File: src/rtl/rr_lock_arbiter.sv
// Round-robin lock arbiter: one requester at a time holds the resource until it
// finishes, drops its request, or exceeds MAX_HOLD cycles (forced release).
//
//   state    | meaning
//   ---------+---------------------------------------------------------------
//   ST_IDLE  | no grant; next edge grants the first requester at/after ptr
//   ST_GRANT | one requester owns the resource; hold_cnt counts held cycles
module rr_lock_arbiter #(
    parameter int WID      = 8,
    parameter int MAX_HOLD = 16
) (
    input  logic                   clk_i,
    input  logic                   rst_ni,
    input  logic [WID-1:0]         req_i,
    input  logic                   done_i,
    output logic [WID-1:0]         gnt_o,
    output logic                   gnt_valid_o,
    output logic [$clog2(WID)-1:0] gnt_id_o,
    output logic                   timeout_o
);

    localparam int IDW = $clog2(WID);
    localparam int CW  = $clog2(MAX_HOLD);
    localparam logic [CW-1:0] HOLD_LAST = CW'(MAX_HOLD - 1);

    typedef enum logic [0:0] {
        ST_IDLE  = 1'b0,
        ST_GRANT = 1'b1
    } state_t;

    state_t           state_q, state_d;
    logic [IDW-1:0]   ptr_q, ptr_d;
    logic [CW-1:0]    hold_q, hold_d;
    logic [WID-1:0]   gnt_q, gnt_d;
    logic [IDW-1:0]   gnt_id_q, gnt_id_d;
    logic             tmo_q, tmo_d;

    logic [WID-1:0]   mask_hi;
    logic [WID-1:0]   req_hi;
    logic [IDW-1:0]   pick_hi;
    logic [IDW-1:0]   pick_lo;
    logic [IDW-1:0]   pick_id;
    logic             req_held;
    logic [IDW-1:0]   ptr_next;

    // Cyclic search from ptr: prefer the lowest request at or above ptr,
    // otherwise wrap to the lowest request overall.
    always_comb begin
        mask_hi = ~((WID'(1) << ptr_q) - WID'(1));
        req_hi  = req_i & mask_hi;
        pick_hi = '0;
        pick_lo = '0;
        for (int i = WID - 1; i >= 0; i--) begin
            if (req_hi[i]) pick_hi = IDW'(i);
            if (req_i[i])  pick_lo = IDW'(i);
        end
        pick_id = (|req_hi) ? pick_hi : pick_lo;
    end

    assign req_held = |(req_i & gnt_q);
    assign ptr_next = (gnt_id_q == IDW'(WID - 1)) ? '0 : gnt_id_q + IDW'(1);

    always_ff @(posedge clk_i) begin
        if (!rst_ni) begin
            state_q  <= ST_IDLE;
            ptr_q    <= '0;
            hold_q   <= '0;
            gnt_q    <= '0;
            gnt_id_q <= '0;
            tmo_q    <= 1'b0;
        end else begin
            state_q  <= state_d;
            ptr_q    <= ptr_d;
            hold_q   <= hold_d;
            gnt_q    <= gnt_d;
            gnt_id_q <= gnt_id_d;
            tmo_q    <= tmo_d;
        end
    end

    always_comb begin
        state_d  = state_q;
        ptr_d    = ptr_q;
        hold_d   = hold_q;
        gnt_d    = gnt_q;
        gnt_id_d = gnt_id_q;
        tmo_d    = 1'b0;
        case (state_q)
            ST_IDLE: begin
                if (|req_i) begin
                    state_d  = ST_GRANT;
                    gnt_d    = WID'(1) << pick_id;
                    gnt_id_d = pick_id;
                    hold_d   = '0;
                end
            end
            ST_GRANT: begin
                // A normal release wins over a coincident hold expiry.
                if (done_i || !req_held || hold_q == HOLD_LAST) begin
                    state_d  = ST_IDLE;
                    gnt_d    = '0;
                    gnt_id_d = '0;
                    hold_d   = '0;
                    ptr_d    = ptr_next;
                    tmo_d    = !(done_i || !req_held);
                end else begin
                    hold_d = hold_q + CW'(1);
                end
            end
            default: begin
                state_d  = ST_IDLE;
                gnt_d    = '0;
                gnt_id_d = '0;
                hold_d   = '0;
            end
        endcase
    end

    assign gnt_o       = gnt_q;
    assign gnt_id_o    = gnt_id_q;
    assign gnt_valid_o = (state_q == ST_GRANT);
    assign timeout_o   = tmo_q;

endmodule

File: config.mk
export PLATFORM = sky130hd
export DESIGN_NAME = rr_lock_arbiter
export DESIGN_NICKNAME = d
export VERILOG_FILES = /design/src/rtl/rr_lock_arbiter.sv
export SDC_FILE = /design/constraint.sdc
export NUM_CORES = 1
export LEC_CHECK = 0
export ABC_CLOCK_PERIOD_IN_PS = 3700
export BUFFER_PORTS_ARGS = -buffer_cell sky130_fd_sc_hd__buf_2
export CORE_MARGIN = 5
export CORE_UTILIZATION = 43
export CTS_BUF_LIST = sky130_fd_sc_hd__clkbuf_8
export CTS_CLUSTER_SIZE = 20
export DETAILED_ROUTE_END_ITERATION = 10
export PLACE_DENSITY = 0.76
export SLEW_MARGIN = 25
export SYNTH_ARGS = -nofsm -noshare
export SYNTH_HDL_FRONTEND = slang
export SYNTH_SLANG_ARGS = --single-unit
File: constraint.sdc
create_clock -name clk_i -period 3.7 [get_ports clk_i]
set_clock_uncertainty 0.2 [all_clocks]
set_input_delay 0.37 -clock clk_i [delete_from_list [all_inputs] [get_ports clk_i]]
set_output_delay 0.37 -clock clk_i [all_outputs]
set_load 0.01 [all_outputs]
After elaboration in Yosys (flattened, before gate mapping)
Index checks and enable logic that the tools add are counted.
Word-level totals
  flip-flop bits (word level): 20
  bits of input ports: 11
  output and inout port bits: 13
  logic and storage cells: 59
Operators by class
  $add $sub $neg: 3
  equality and inequality tests: 4
  shifts and indexed selects: 2
  multiplexer cells: 30
  bitwise gates (word level): 4
  reduce and logical (&&, ||, !) cells: 10
Operators by type and width (count)
  $mux W3: 20
  $reduce_or A8 Y1: 3
  $and A8 B8 Y8: 2
  $mux W8: 2
  $pmux W8 S2: 1
  $shl A1 B3 Y8 const A: 2
  $mux W4: 2
  $not A8 Y8: 1
  $pmux W4 S2: 1
  $sub A8 B2 Y8 const B: 1
  $pmux W3 S2: 1
  $add A4 B1 Y4 const B: 1
  $eq A4 B4 Y1 const B: 1
  $reduce_and A2 Y1: 2
  $add A3 B1 Y3 const B: 1
  $eq A3 B3 Y1 const B: 1
  $reduce_and A3 Y1: 1
  $logic_not A1 Y1: 2
  $logic_or A1 B1 Y1: 2
  $mux W1: 2
  $ne A2 B1 Y1 const B: 1
  $ne A2 B2 Y1 const B: 1
  $pmux W1 S2: 1
  $not A1 Y1: 1

Logic depth before layout (Yosys ltp)
Gate-level depths: netlist of run 1.
  word-level depth: 16
  gate-level depth with buffers: 7
  gate-level depth less buffers: 6

Worst setup path before layout of run 1
Ideal clock, no wire load.
  kind: input port to flip-flop
  start: input req_i[4]
  end: register gnt_q[2], in the netlist gnt_o[2]
  library setup time: 0.117 ns
  arrival time: 1.491 ns
  required time: 3.383 ns
  setup slack: 1.892 ns
  cell stages on the path: 6
  path buffers: 0
  cell sequence: nor4_1 -> nand2_1 -> nand3_1 -> and2b_4 -> nor2b_2 -> a22o_1
Between the ends
  longest elaborated chain between the ends: 10
  elaborated cells between the ends (all ways): 25
  classes of those cells: eq/ne: 2; shift: 1; mux: 13; bitwise: 2; reduce/logical: 7
Ends and longest elaborated chain
  start: declaration: line 14  | input logic [WID-1:0] req_i,
  $and A8 B8 Y8: line 50  | req_hi = req_i & mask_hi;
  $mux W3 (5 in a row): line 54  | if (req_hi[i]) pick_hi = IDW'(i);
  $mux W3: line 57  | pick_id = (|req_hi) ? pick_hi : pick_lo;
  $shl A1 B3 Y8: line 92  | gnt_d = WID'(1) << pick_id;
  $mux W8: line 90  | if (|req_i) begin
  $pmux W8 S2: line 88  | case (state_q)
  end signal: assignment: line 75  | gnt_q <= gnt_d;
  end: declaration: line 34  | logic [WID-1:0] gnt_q, gnt_d;
Parallel ways exist; a longest one is shown, timed or not. The select of a mux whose other input is x is not followed.
A chain may end at the register's enable or synchronous reset.

Worst setup path after layout of run 1
  start: register ptr_q[2]
  end: register gnt_q[2], in the netlist gnt_o[2]
Between the ends
  longest elaborated chain between the ends: 16
  elaborated cells between the ends (all ways): 17
  classes of those cells: add/sub: 1; shift: 2; mux: 11; bitwise: 2; reduce/logical: 1
Ends and longest elaborated chain
  start: declaration: line 32  | logic [IDW-1:0] ptr_q, ptr_d;
  start signal: assignment: line 73  | ptr_q <= ptr_d;
  $shl A1 B3 Y8 *: line 49  | mask_hi = ~((WID'(1) << ptr_q) - WID'(1));
  $sub A8 B2 Y8 *: line 49
  $not A8 Y8 *: line 49
  $and A8 B8 Y8 *: line 50
  $mux W3 (8 in a row): line 54
  $mux W3 *: line 57
  $shl A1 B3 Y8 *: line 92
  $mux W8 *: line 90
  $pmux W8 S2 *: line 88
Every way passes the cells marked *; elsewhere a longest branch is shown, timed or not. The select of a mux whose other input is x is not followed.

==> results of run 1 <==
## registers in the layout, indices dropped and copies added, names as in the netlist
name,cells
gnt_o,8
hold_q,4
gnt_valid_o,1
ptr_q,3
timeout_o,1
gnt_id_o,3
## routing by layer
| metal | routed length (um) | global-route usage (%) | up-vias |
|---|---|---|---|
| met4 | 16 | 7.740 | 0 |
| met1 | 1317 | 20.92 | 513 |
| met5 | 0 | 0 | - |
| met2 | 1368 | 26.26 | 21 |
| li1 | - | - | 514 |
| met3 | 129 | 3.404 | 2 |
## final cells by class
type                       count  area (um2)  area share (%)
timing repair buffer          23       115.1           8.923
clock buffer                   3       41.29           3.201
multi-input combinational     98       680.7           52.76
tap                           30       37.54           2.910
sequential                    20       400.4           31.04
inverter                       4       15.01           1.164
## kinds of logic (layout without fill, tap and decap cells)
kind of cell	count (synthesis)	count (layout)	share of synthesized area (%)
and+or+nand+nor	49	49	23.12
DFF	20	20	35.91
adders and majority gates	3	3	3.367
buffers and inverters	7	30	3.029
muxes	4	4	3.592
AOI/OAI and AO/OA	42	42	30.98
## worst register-to-register path, delay by kind of cell, from the launching register on
family,cells,cell delay [ps]
compound gates,3,760
flops,1,530
simple gates,3,510
## where the power goes
group / switching [mW] / internal [mW] / total [mW]
combinational: 0.0523 / 0.0356 / 0.0878
clock: 0.0653 / 0.0724 / 0.138
sequential: 0.0107 / 0.225 / 0.235
## worst paths after layout
check / start / to / slack [ps] / cells after the start
hold reg to reg: gnt_o[1] / gnt_o[1] / 290 / 1
hold / removal: done_i / timeout_o / 180 / 4
setup reg to reg: ptr_q[2] / gnt_o[2] / 1650 / 6
setup / recovery: ptr_q[2] / gnt_o[2] / 1650 / 6
## synth_stat cells (2+ instances only)
library cell / count
sky130_fd_sc_hd__a21boi_0: 2
sky130_fd_sc_hd__a21o_1: 2
sky130_fd_sc_hd__a21oi_1: 4
sky130_fd_sc_hd__a22o_1: 2
sky130_fd_sc_hd__a22oi_1: 5
sky130_fd_sc_hd__a32o_1: 2
sky130_fd_sc_hd__buf_4: 2
sky130_fd_sc_hd__dfxtp_1: 20
sky130_fd_sc_hd__ha_1: 3
sky130_fd_sc_hd__inv_1: 4
sky130_fd_sc_hd__mux2i_1: 4
sky130_fd_sc_hd__nand2_1: 12
sky130_fd_sc_hd__nand2b_1: 5
sky130_fd_sc_hd__nand3_1: 4
sky130_fd_sc_hd__nor2_1: 9
sky130_fd_sc_hd__nor2_2: 2
sky130_fd_sc_hd__nor2b_1: 6
sky130_fd_sc_hd__nor3_1: 3
sky130_fd_sc_hd__nor4_1: 2
sky130_fd_sc_hd__o21bai_1: 3
sky130_fd_sc_hd__o22ai_1: 2
sky130_fd_sc_hd__o2bb2ai_1: 6
==> results.txt, run 1 <==
----------------------------------------------------
[Outcome]
  Run status ... finished, final reports clean

[Pwr]
  Power per Cell Area ... 357.1 nW/um2
  Leak pwr ... 0.5328 nW
  Total Power Consumption ... 460.7 uW
  Maximum ir drop on the vdd rail ... 0.2971 mV

[Route]
  Remaining antenna violation count ... 0
  Number of remaining DRC errors ... 0
  Per-cell via count in the routed design ... 5.899
  Post-detailed-routing wire length ... 2.831 mm
  First DRT Iteration DRCs ... 50
  Drt pass-1 iters ... 4
  Routed wire length per instance ... 15.90 um
  Via count ... 1,050

[Final layout]
  Share of layout cells above drive strength 1 ... 24.32%
  Final Non-Filler Cells ... 178
  Most frequent cells in the layout ... sky130_fd_sc_hd__buf_2, sky130_fd_sc_hd__dfxtp_1, sky130_fd_sc_hd__nand2_1, sky130_fd_sc_hd__nor2_1
  Final design area excluding fillers ... 1290 um2
  Layout filler cell count ... 249
  End-of-flow core utilization ... 52.07%
  Ant diodes ... 0
  Commonest non-fill, non-tap cell in the layout ... sky130_fd_sc_hd__buf_2
  Synth-to-Final Area Change ... 15.71%
  Net total in the final layout ... 164

[Place]
  Port-buffer cells ... 23
  Placement-stage worst setup slack ... 1553 ps
  Placer congestion estimate ... 0.8417
  Half-perimeter wire length of the detailed placement result ... 2.120 mm
  Cell count after placement ... 175
  Placement Cell Area ... 1249 um2

[Setup path]
  CP endpoint kind ... flop
  Worst path arrival time ... 2040 ps
  CP Launch Type ... flop
  Crit path max fanout ... 9
  Cell chain of the critical path ... nand3_2, a221o_1, o211ai_2, and2b_4, nor2b_2, a22o_1
  Max stage delay cell, worst path ... sky130_fd_sc_hd__dfxtp_1
  Critical path class ... flop to flop
  Critical path buffers and inverters ... 0
  Required time of the worst setup path ... 3700 ps
  Category of cells accounting for the largest share of critical-path delay ... compound AO/OA/AOI/OAI gates
  Largest stage delay on the critical path ... 530 ps

[CTS]
  Clock network latency to the later pin of the worst-skew pair ... 250 ps
  Count of instances resized after the clock tree is built ... 0
  Total number of H-tree levels ... 1
  Number of buffers inserted by post-CTS setup repair ... 0
  Root buffer cell ... sky130_fd_sc_hd__clkbuf_8
  CTS tree ... done
  Clock Sinks ... 20
  Clock Pin Slew Worst Setup and Hold Paths ... 70 ps
  Maximum buffer depth of the clock tree ... 2
  Number of CTS-inserted buffers ... 3
  Number of hold buffers added after CTS ... 0

[Yosys]
  Number of flops mapped to enable cells by yosys ... 0
  Mean cell area of the mapped netlist ... 8.919 um2
  Dominant synthesized flop cell ... sky130_fd_sc_hd__dfxtp_1
  Post-Synthesis Cell Area ... 1115 um2
  Number of storage elements in the synthesis netlist ... 20
  Cell taking the most area after synthesis ... sky130_fd_sc_hd__dfxtp_1
  Cell count after synthesis ... 125
  Number of library cell types mapped by synthesis ... 43
  Synth Warn # ... 0
  Post-Syn Nets ... 139
  Cell types with the largest area share after synthesis ... sky130_fd_sc_hd__dfxtp_1, sky130_fd_sc_hd__o2bb2ai_1, sky130_fd_sc_hd__nand2_1
  Sequential fraction of the synthesis area ... 35.91%
  Share of synthesized registers carrying an async set or reset ... 0%
  Yosys top cell area share ... 35.91%

[Global route]
  GRT overflow ... 0
  Tot GR Track Use ... 16.37%
  Largest net degree at the start of global routing ... 12
  Number of antenna violations at the first check in global routing ... 0
  Wire length of the first global-routing pass ... 4.505 mm
  Via count of the first global-routing pass ... 974

[Floorplanning]
  Row Count ... 18
  Y dimension of the die ... 60.92 um
  Total Die Area ... 3711 um2
  Number of primary I/O pins ... 24
  X dimension of the die ... 60.92 um
  Effective utilization at floorplan ... 45.00%
  Area inside the core boundary ... 2477 um2

[STA]
  Final period utilization ... 55.32%
  Hold violation total from the final report ... 0
  Measured slew at the worst slew-check pin ... 465.6 ps
  Worst hold slack ... 181.4 ps
  Slew headroom ... 68.86%
  Final Max Tran Viols ... 0
  Final setup fails ... 0
  Final total negative setup slack ... 0 ps
  Final setup margin ... 1653 ps
  Timing-limited maximum frequency ... 488.6 MHz
  RSZ-0062 raised after global routing ... false
  Clock period minus worst slack ... 2047 ps

[Min path]
  Path category of the worst min-delay check ... input pin to flop

[Job]
  Max-capacitance violation count ... 0

----------------------------------------------------
Note: power is estimated with default switching activity, not from simulation.
==> run 2: changes to the inputs <==
Settings changed: ABC_CLOCK_PERIOD_IN_PS 3700 to 2100.
Clock period 3.7 ns to 2.1 ns, I/O delays scaled along.
==> run 2 against run 1 <==
Net effect: hold slack got worse by 180 ps; combinational power increased by 79%; final area increased by 2.8%; global-route usage decreased by 0.48 points; setup slack got worse by 1500 ps; register-to-register slack got worse by 1500 ps; cell count increased by 2.2%; clock power increased by 110%; non-clock buffer count increased by 3; flip-flop and latch count unchanged; sequential power increased by 76%; via count decreased by 0.67%.
==> results.txt, run 2 (synthesis results as in run 1) <==
----------------------------------------------------
[Global route]
  Wire length of the first global-routing pass ... 4.360 mm (-3.2%)
  Largest net degree at the start of global routing ... 12 (unchanged)
  Tot GR Track Use ... 15.89% (-0.48 points)
  Number of antenna violations at the first check in global routing ... 0 (unchanged)
  GRT overflow ... 0 (unchanged)
  Via count of the first global-routing pass ... 979 (+0.51%)

[Setup path]
  Worst Setup EP ... gnt_o[2]
  CP endpoint kind ... flop
  Cell chain of the critical path ... nand3_2, a221o_1, o211ai_2, and2b_4, nor2b_2, a22o_1
  Worst reg-to-reg setup slack ... 120 ps (-1540 ps)
  Worst R2R Start ... ptr_q[2]
  Reg2reg path depth ... 6 (unchanged)
  Start point of the critical path ... ptr_q[2]
  Max stage delay cell, worst path ... sky130_fd_sc_hd__dfxtp_1
  CP Launch Type ... flop
  Worst path arrival time ... 1990 ps (-50 ps)
  Crit path max fanout ... 9 (unchanged)
  Critical register-to-register path endpoint ... gnt_o[2]
  Critical path class ... flop to flop
  Largest stage delay on the critical path ... 520 ps (about the same)
  Required time of the worst setup path ... 2110 ps (-1590 ps)

[CTS]
  Total number of H-tree levels ... 1 (unchanged)
  Clock Pin Slew Worst Setup and Hold Paths ... 70 ps (about the same)
  Maximum buffer depth of the clock tree ... 2 (unchanged)
  Number of CTS-inserted buffers ... 3 (unchanged)
  Clock Sinks ... 20 (unchanged)
  Number of hold buffers added after CTS ... 0 (unchanged)
  Root buffer cell ... sky130_fd_sc_hd__clkbuf_8
  Count of instances resized after the clock tree is built ... 0 (unchanged)
  Clock network latency to the later pin of the worst-skew pair ... 260 ps (about the same)
  CTS tree ... done
  Number of buffers inserted by post-CTS setup repair ... 0 (unchanged)

[STA]
  Final total negative setup slack ... 0 ps (unchanged)
  Clock period minus worst slack ... 1984 ps (-62.49 ps)
  Slew headroom ... 71.81% (+3.0 points)
  Final setup fails ... 0 (unchanged)
  Worst hold slack ... 4.846 ps (-176.6 ps)
  Final Max Tran Viols ... 0 (unchanged)
  Hold violation total from the final report ... 0 (unchanged)
  Final period utilization ... 94.49% (+39 points)
  RSZ-0062 raised after global routing ... false
  Timing-limited maximum frequency ... 504.0 MHz (+3.1%)
  Measured slew at the worst slew-check pin ... 422.8 ps (-42.81 ps)

[Floorplanning]
  Y dimension of the die ... 60.92 um (unchanged)
  Number of primary I/O pins ... 24 (unchanged)
  Row Count ... 18 (unchanged)
  Effective utilization at floorplan ... 45.00% (unchanged)
  Area inside the core boundary ... 2477 um2 (unchanged)
  X dimension of the die ... 60.92 um (unchanged)
  Total Die Area ... 3711 um2 (unchanged)

[Pwr]
  Internal cell power ... 629.3 uW (+89%)
  Clock network power share ... 34.0% (+4.1 points)
  Maximum ir drop on the vdd rail ... 0.5120 mV (+72%)
  Leak pwr ... 0.5554 nW (+4.2%)
  Logic pwr share ... 18.2% (-0.9 points)
  Share of total power in sequential cells ... 47.9% (-3.2 points)
  Power per Cell Area ... 652.6 nW/um2 (+83%)
  Sw power ... 236.2 uW (+84%)
  Switching Share ... 27.29% (-0.54 points)

[Route]
  Remaining antenna violation count ... 0 (unchanged)
  Number of remaining DRC errors ... 0 (unchanged)
  Via count ... 1,043 (-0.67%)
  Drt pass-1 iters ... 4 (unchanged)
  Per-cell via count in the routed design ... 5.731 (-2.8%)
  First DRT Iteration DRCs ... 66 (+32%)
  Post-detailed-routing wire length ... 2.675 mm (-5.5%)
  Routed wire length per instance ... 14.70 um (-7.6%)

[Final layout]
  Max FFs per register ... 8 (unchanged)
  Final design area excluding fillers ... 1326 um2 (+2.8%)
  Net total in the final layout ... 167 (+1.8%)
  Share of layout cells above drive strength 1 ... 26.32% (+2.0 points)
  Commonest non-fill, non-tap cell in the layout ... sky130_fd_sc_hd__buf_2
  Synth-to-Final Area Change ... 18.97%
  Ant diodes ... 0 (unchanged)
  Most frequent cells in the layout ... sky130_fd_sc_hd__buf_2, sky130_fd_sc_hd__dfxtp_1, sky130_fd_sc_hd__nand2_1, sky130_fd_sc_hd__nor2_1

[Place]
  Half-perimeter wire length of the detailed placement result ... 2.022 mm (-4.6%)
  Placement Cell Area ... 1271 um2 (+1.8%)
  Port-buffer cells ... 23 (unchanged)
  Placer congestion estimate ... 0.8820 (+4.8%)

[Job]
  Max-capacitance violation count ... 0 (unchanged)

[Min path]
  Path category of the worst min-delay check ... input pin to flop
  Hold Path Depth ... 4 (unchanged)

[Outcome]
  Run status ... finished, final reports clean

----------------------------------------------------
## run 2: changes by cell type in the layout (fill, tap and decap cells not counted), sizes merged
cell,delta
buf,+3
clkbuf,+1
## run 2: power groups by stage
stage / combinational (mW) / clock, mW / sequential, mW
global placement: 0.153 / 0 / 0.422
CTS: 0.157 / 0.300 / 0.414
detailed placement: 0.156 / 0 / 0.422
floorplan: 0.0951 / 0 / 0.424
global route: 0.174 / 0.319 / 0.416
finish: 0.157 / 0.294 / 0.414
## run 2: metrics by stage
| step | std cells | util, % | total power [mW] | setup slack, ps |
|---|---|---|---|---|
| floorplan | 125 | - | 0.5187 | 358.7 |
| finish | 182 | 53.54 | 0.8655 | 115.7 |
| global placement | 178 | 51.31 | 0.5753 | 169.5 |
| detailed placement | 178 | 51.31 | 0.5783 | 130.2 |
| global route | 182 | 53.54 | 0.9092 | 23.90 |
| CTS | 182 | 53.54 | 0.8708 | 129.1 |
## run 2: layer usage
layer	global-route usage [%]	share of wire, %
met1	19.64	47
met3	4.043	7.0
met5	0	0
met4	9.598	2.1
met2	24.73	44
## run 2: worst min path at each step
stage | from | end
final | done_i | timeout_o
after CTS | done_i | timeout_o
after global placement | gnt_o[5] | gnt_o[5]
after floorplan | done_i | timeout_o
after global routing | done_i | timeout_o
after detailed placement | gnt_o[5] | gnt_o[5]
## run 2: critical path: cells and delay by family (launching register included)
| family | cells | cell delay, ps |
|---|---|---|
| and+or+nand+nor | 3 | 450 |
| DFF | 1 | 520 |
| AOI/OAI and AO/OA | 3 | 750 |
## run 2: area by class of cell
| cell class | count | area (um2) |
|---|---|---|
| timing repair buffer | 26 | 137.6 |
| tap | 30 | 37.54 |
| sequential | 20 | 400.4 |
| multi-input combinational | 98 | 680.7 |
| fill | 241 | 1151 |
| clock buffer | 4 | 55.05 |
| inverter | 4 | 15.01 |
==> run 3: changes to the inputs <==
Settings changed: RECOVER_POWER set to 100.
==> run 3 against run 2 <==
Net effect: clock-buffer cell count is the same; flip-flop and latch count is the same; die area is the same; utilization shrank 1.2 points; setup slack gained 7.9 ps; sequential share of layout area grew 0.70 points; largest power group unchanged; non-clock buffer count is the same; clock power is essentially flat; maximum frequency grew 0.40%; critical path depth is the same; highest routed layer unchanged.
==> results.txt, run 3 (synthesis results as in run 1) <==
----------------------------------------------------
[Pwr]
  Maximum ir drop on the vdd rail ... 0.5122 mV (about the same)
  Logic pwr share ... 17.6% (-0.6 points)
  Switching Share ... 27.32% (+0.031 points)
  Power per Cell Area ... 663.2 nW/um2 (+1.6%)
  Sw power ... 234.9 uW (-0.57%)
  Clock network power share ... 34.2% (+0.2 points)
  Share of total power in sequential cells ... 48.2% (+0.3 points)
  Total Power Consumption ... 859.6 uW (-0.68%)
  Leak pwr ... 0.4958 nW (-11%)
  Internal cell power ... 624.7 uW (-0.73%)

[STA]
  Slew headroom ... 71.52% (-0.29 points)
  Timing-limited maximum frequency ... 506.0 MHz (+0.40%)
  Final setup fails ... 0 (unchanged)
  RSZ-0062 raised after global routing ... false
  Final period utilization ... 94.11% (-0.38 points)
  Measured slew at the worst slew-check pin ... 427.2 ps (+4.385 ps)
  Final total negative setup slack ... 0 ps (unchanged)
  Hold violation total from the final report ... 0 (unchanged)
  Clock period minus worst slack ... 1976 ps (-7.914 ps)
  Worst hold slack ... 15.75 ps (+10.90 ps)
  Final Max Tran Viols ... 0 (unchanged)

[Final layout]
  Most frequent cells in the layout ... sky130_fd_sc_hd__dfxtp_1, sky130_fd_sc_hd__clkbuf_1, sky130_fd_sc_hd__nand2_1, sky130_fd_sc_hd__nor2_1, sky130_fd_sc_hd__buf_2
  Synth-to-Final Area Change ... 16.27%
  Net total in the final layout ... 167 (unchanged)
  Ant diodes ... 0 (unchanged)
  Share of layout cells above drive strength 1 ... 15.79% (-11 points)
  Final Non-Filler Cells ... 182 (unchanged)
  Max FFs per register ... 8 (unchanged)
  Commonest non-fill, non-tap cell in the layout ... sky130_fd_sc_hd__dfxtp_1

[CTS]
  Number of buffers inserted by post-CTS setup repair ... 0 (unchanged)
  Number of CTS-inserted buffers ... 3 (unchanged)
  Root buffer cell ... sky130_fd_sc_hd__clkbuf_8
  Total number of H-tree levels ... 1 (unchanged)
  Clock network latency to the later pin of the worst-skew pair ... 260 ps (about the same)
  Maximum buffer depth of the clock tree ... 2 (unchanged)
  Number of hold buffers added after CTS ... 0 (unchanged)
  Clock Sinks ... 20 (unchanged)
  CTS tree ... done
  Count of instances resized after the clock tree is built ... 0 (unchanged)
  Clock Pin Slew Worst Setup and Hold Paths ... 70 ps (about the same)

[Setup path]
  Cell chain of the critical path ... nand3_2, a221o_1, o211ai_2, and2b_4, nor2b_2, a22o_1
  Crit path max fanout ... 9 (unchanged)
  Worst reg-to-reg setup slack ... 120 ps (about the same)
  Max stage delay cell, worst path ... sky130_fd_sc_hd__dfxtp_1
  Largest stage delay on the critical path ... 520 ps (about the same)
  Worst R2R Start ... ptr_q[2]
  Critical path class ... flop to flop
  Reg2reg path depth ... 6 (unchanged)
  Worst path arrival time ... 1980 ps (about the same)
  CP endpoint kind ... flop
  CP Launch Type ... flop
  Critical register-to-register path endpoint ... gnt_o[2]
  Required time of the worst setup path ... 2110 ps (about the same)

[Min path]
  Endpoint of the worst hold path ... timeout_o
  Source of the worst hold timing path ... done_i
  Path category of the worst min-delay check ... input pin to flop
  Hold Path Depth ... 4 (unchanged)

[Place]
  Half-perimeter wire length of the detailed placement result ... 2.022 mm (unchanged)
  Cell count after placement ... 178 (unchanged)
  Placer congestion estimate ... 0.8820 (unchanged)
  Port-buffer cells ... 23 (unchanged)

[Global route]
  Grt met1 use ... 19.64% (unchanged)
  Number of antenna violations at the first check in global routing ... 0 (unchanged)
  Via count of the first global-routing pass ... 979 (unchanged)
  GRT overflow ... 0 (unchanged)
  Met3 capacity usage during global routing ... 4.043% (unchanged)
  Wire length of the first global-routing pass ... 4.360 mm (unchanged)
  Peak-usage layer in the global routing report ... met2
  Largest net degree at the start of global routing ... 12 (unchanged)
  Met2 GRT Util ... 24.73% (unchanged)
  Tot GR Track Use ... 15.89% (unchanged)

[Route]
  Via count ... 1,040 (-0.29%)
  Routed wire length per instance ... 14.49 um (-1.4%)
  Post-detailed-routing wire length ... 2.637 mm (-1.4%)
  Number of remaining DRC errors ... 0 (unchanged)
  Drt pass-1 iters ... 4 (unchanged)
  Remaining antenna violation count ... 0 (unchanged)
  Per-cell via count in the routed design ... 5.714 (-0.29%)
  First DRT Iteration DRCs ... 56 (-15%)

[Floorplanning]
  Total Die Area ... 3711 um2 (unchanged)
  Number of primary I/O pins ... 24 (unchanged)
  Row Count ... 18 (unchanged)
  Area inside the core boundary ... 2477 um2 (unchanged)
  X dimension of the die ... 60.92 um (unchanged)
  Effective utilization at floorplan ... 45.00% (unchanged)
  Y dimension of the die ... 60.92 um (unchanged)

[Outcome]
  Run status ... finished, final reports clean

[Job]
  Max-capacitance violation count ... 0 (unchanged)

----------------------------------------------------
-- run 3: routing by layer --
layer | share of wire, % | vias to the layer above
li1 | - | 521
met5 | 0 | -
met3 | 7.5 | 5
met2 | 43 | 34
met4 | 2.2 | 0
met1 | 47 | 480
-- run 3: per-stage QoR --
step | instance area [um2] | setup WS, ps | utilization (%)
after floorplan | 1115 | 358.7 | -
after global placement | 1271 | 169.5 | 51.31
after detailed placement | 1271 | 130.2 | 51.31
after CTS | 1326 | 129.1 | 53.54
after global routing | 1296 | 23.90 | 52.32
final | 1296 | 123.6 | 52.32
-- run 3: cell type report --
type | count | area [um2]
multi-input combinational | 98 | 670.6
tap | 30 | 37.54
inverter | 4 | 15.01
timing repair buffer | 26 | 117.6
sequential | 20 | 400.4
clock buffer | 4 | 55.05
fill | 250 | 1181
-- run 3: worst max-delay path by stage --
| stage | to | slack (ps) | start | depth (start not counted) |
|---|---|---|---|---|
| detailed placement | gnt_o[2] | 130 | req_i[4] | 7 |
| finish | gnt_o[2] | 120 | ptr_q[2] | 6 |
| floorplan | gnt_o[2] | 360 | ptr_q[2] | 7 |
| global placement | gnt_o[2] | 170 | req_i[4] | 7 |
| global route | gnt_o[2] | 20 | ptr_q[1] | 7 |
| CTS | gnt_o[2] | 130 | ptr_q[2] | 6 |
-- run 3: power groups by stage --
stage | clock (mW) | combinational (mW) | sequential (mW)
global placement | 0 | 0.153 | 0.422
global route | 0.319 | 0.167 | 0.416
finish | 0.294 | 0.151 | 0.414
floorplan | 0 | 0.0951 | 0.424
detailed placement | 0 | 0.156 | 0.422
CTS | 0.300 | 0.157 | 0.414
-- run 3: worst max-delay path, delay by kind of cell (launching register included) --
family             cells  cell delay, ps
AOI/OAI and AO/OA      3             750
DFF                    1             520
and+or+nand+nor        3             450
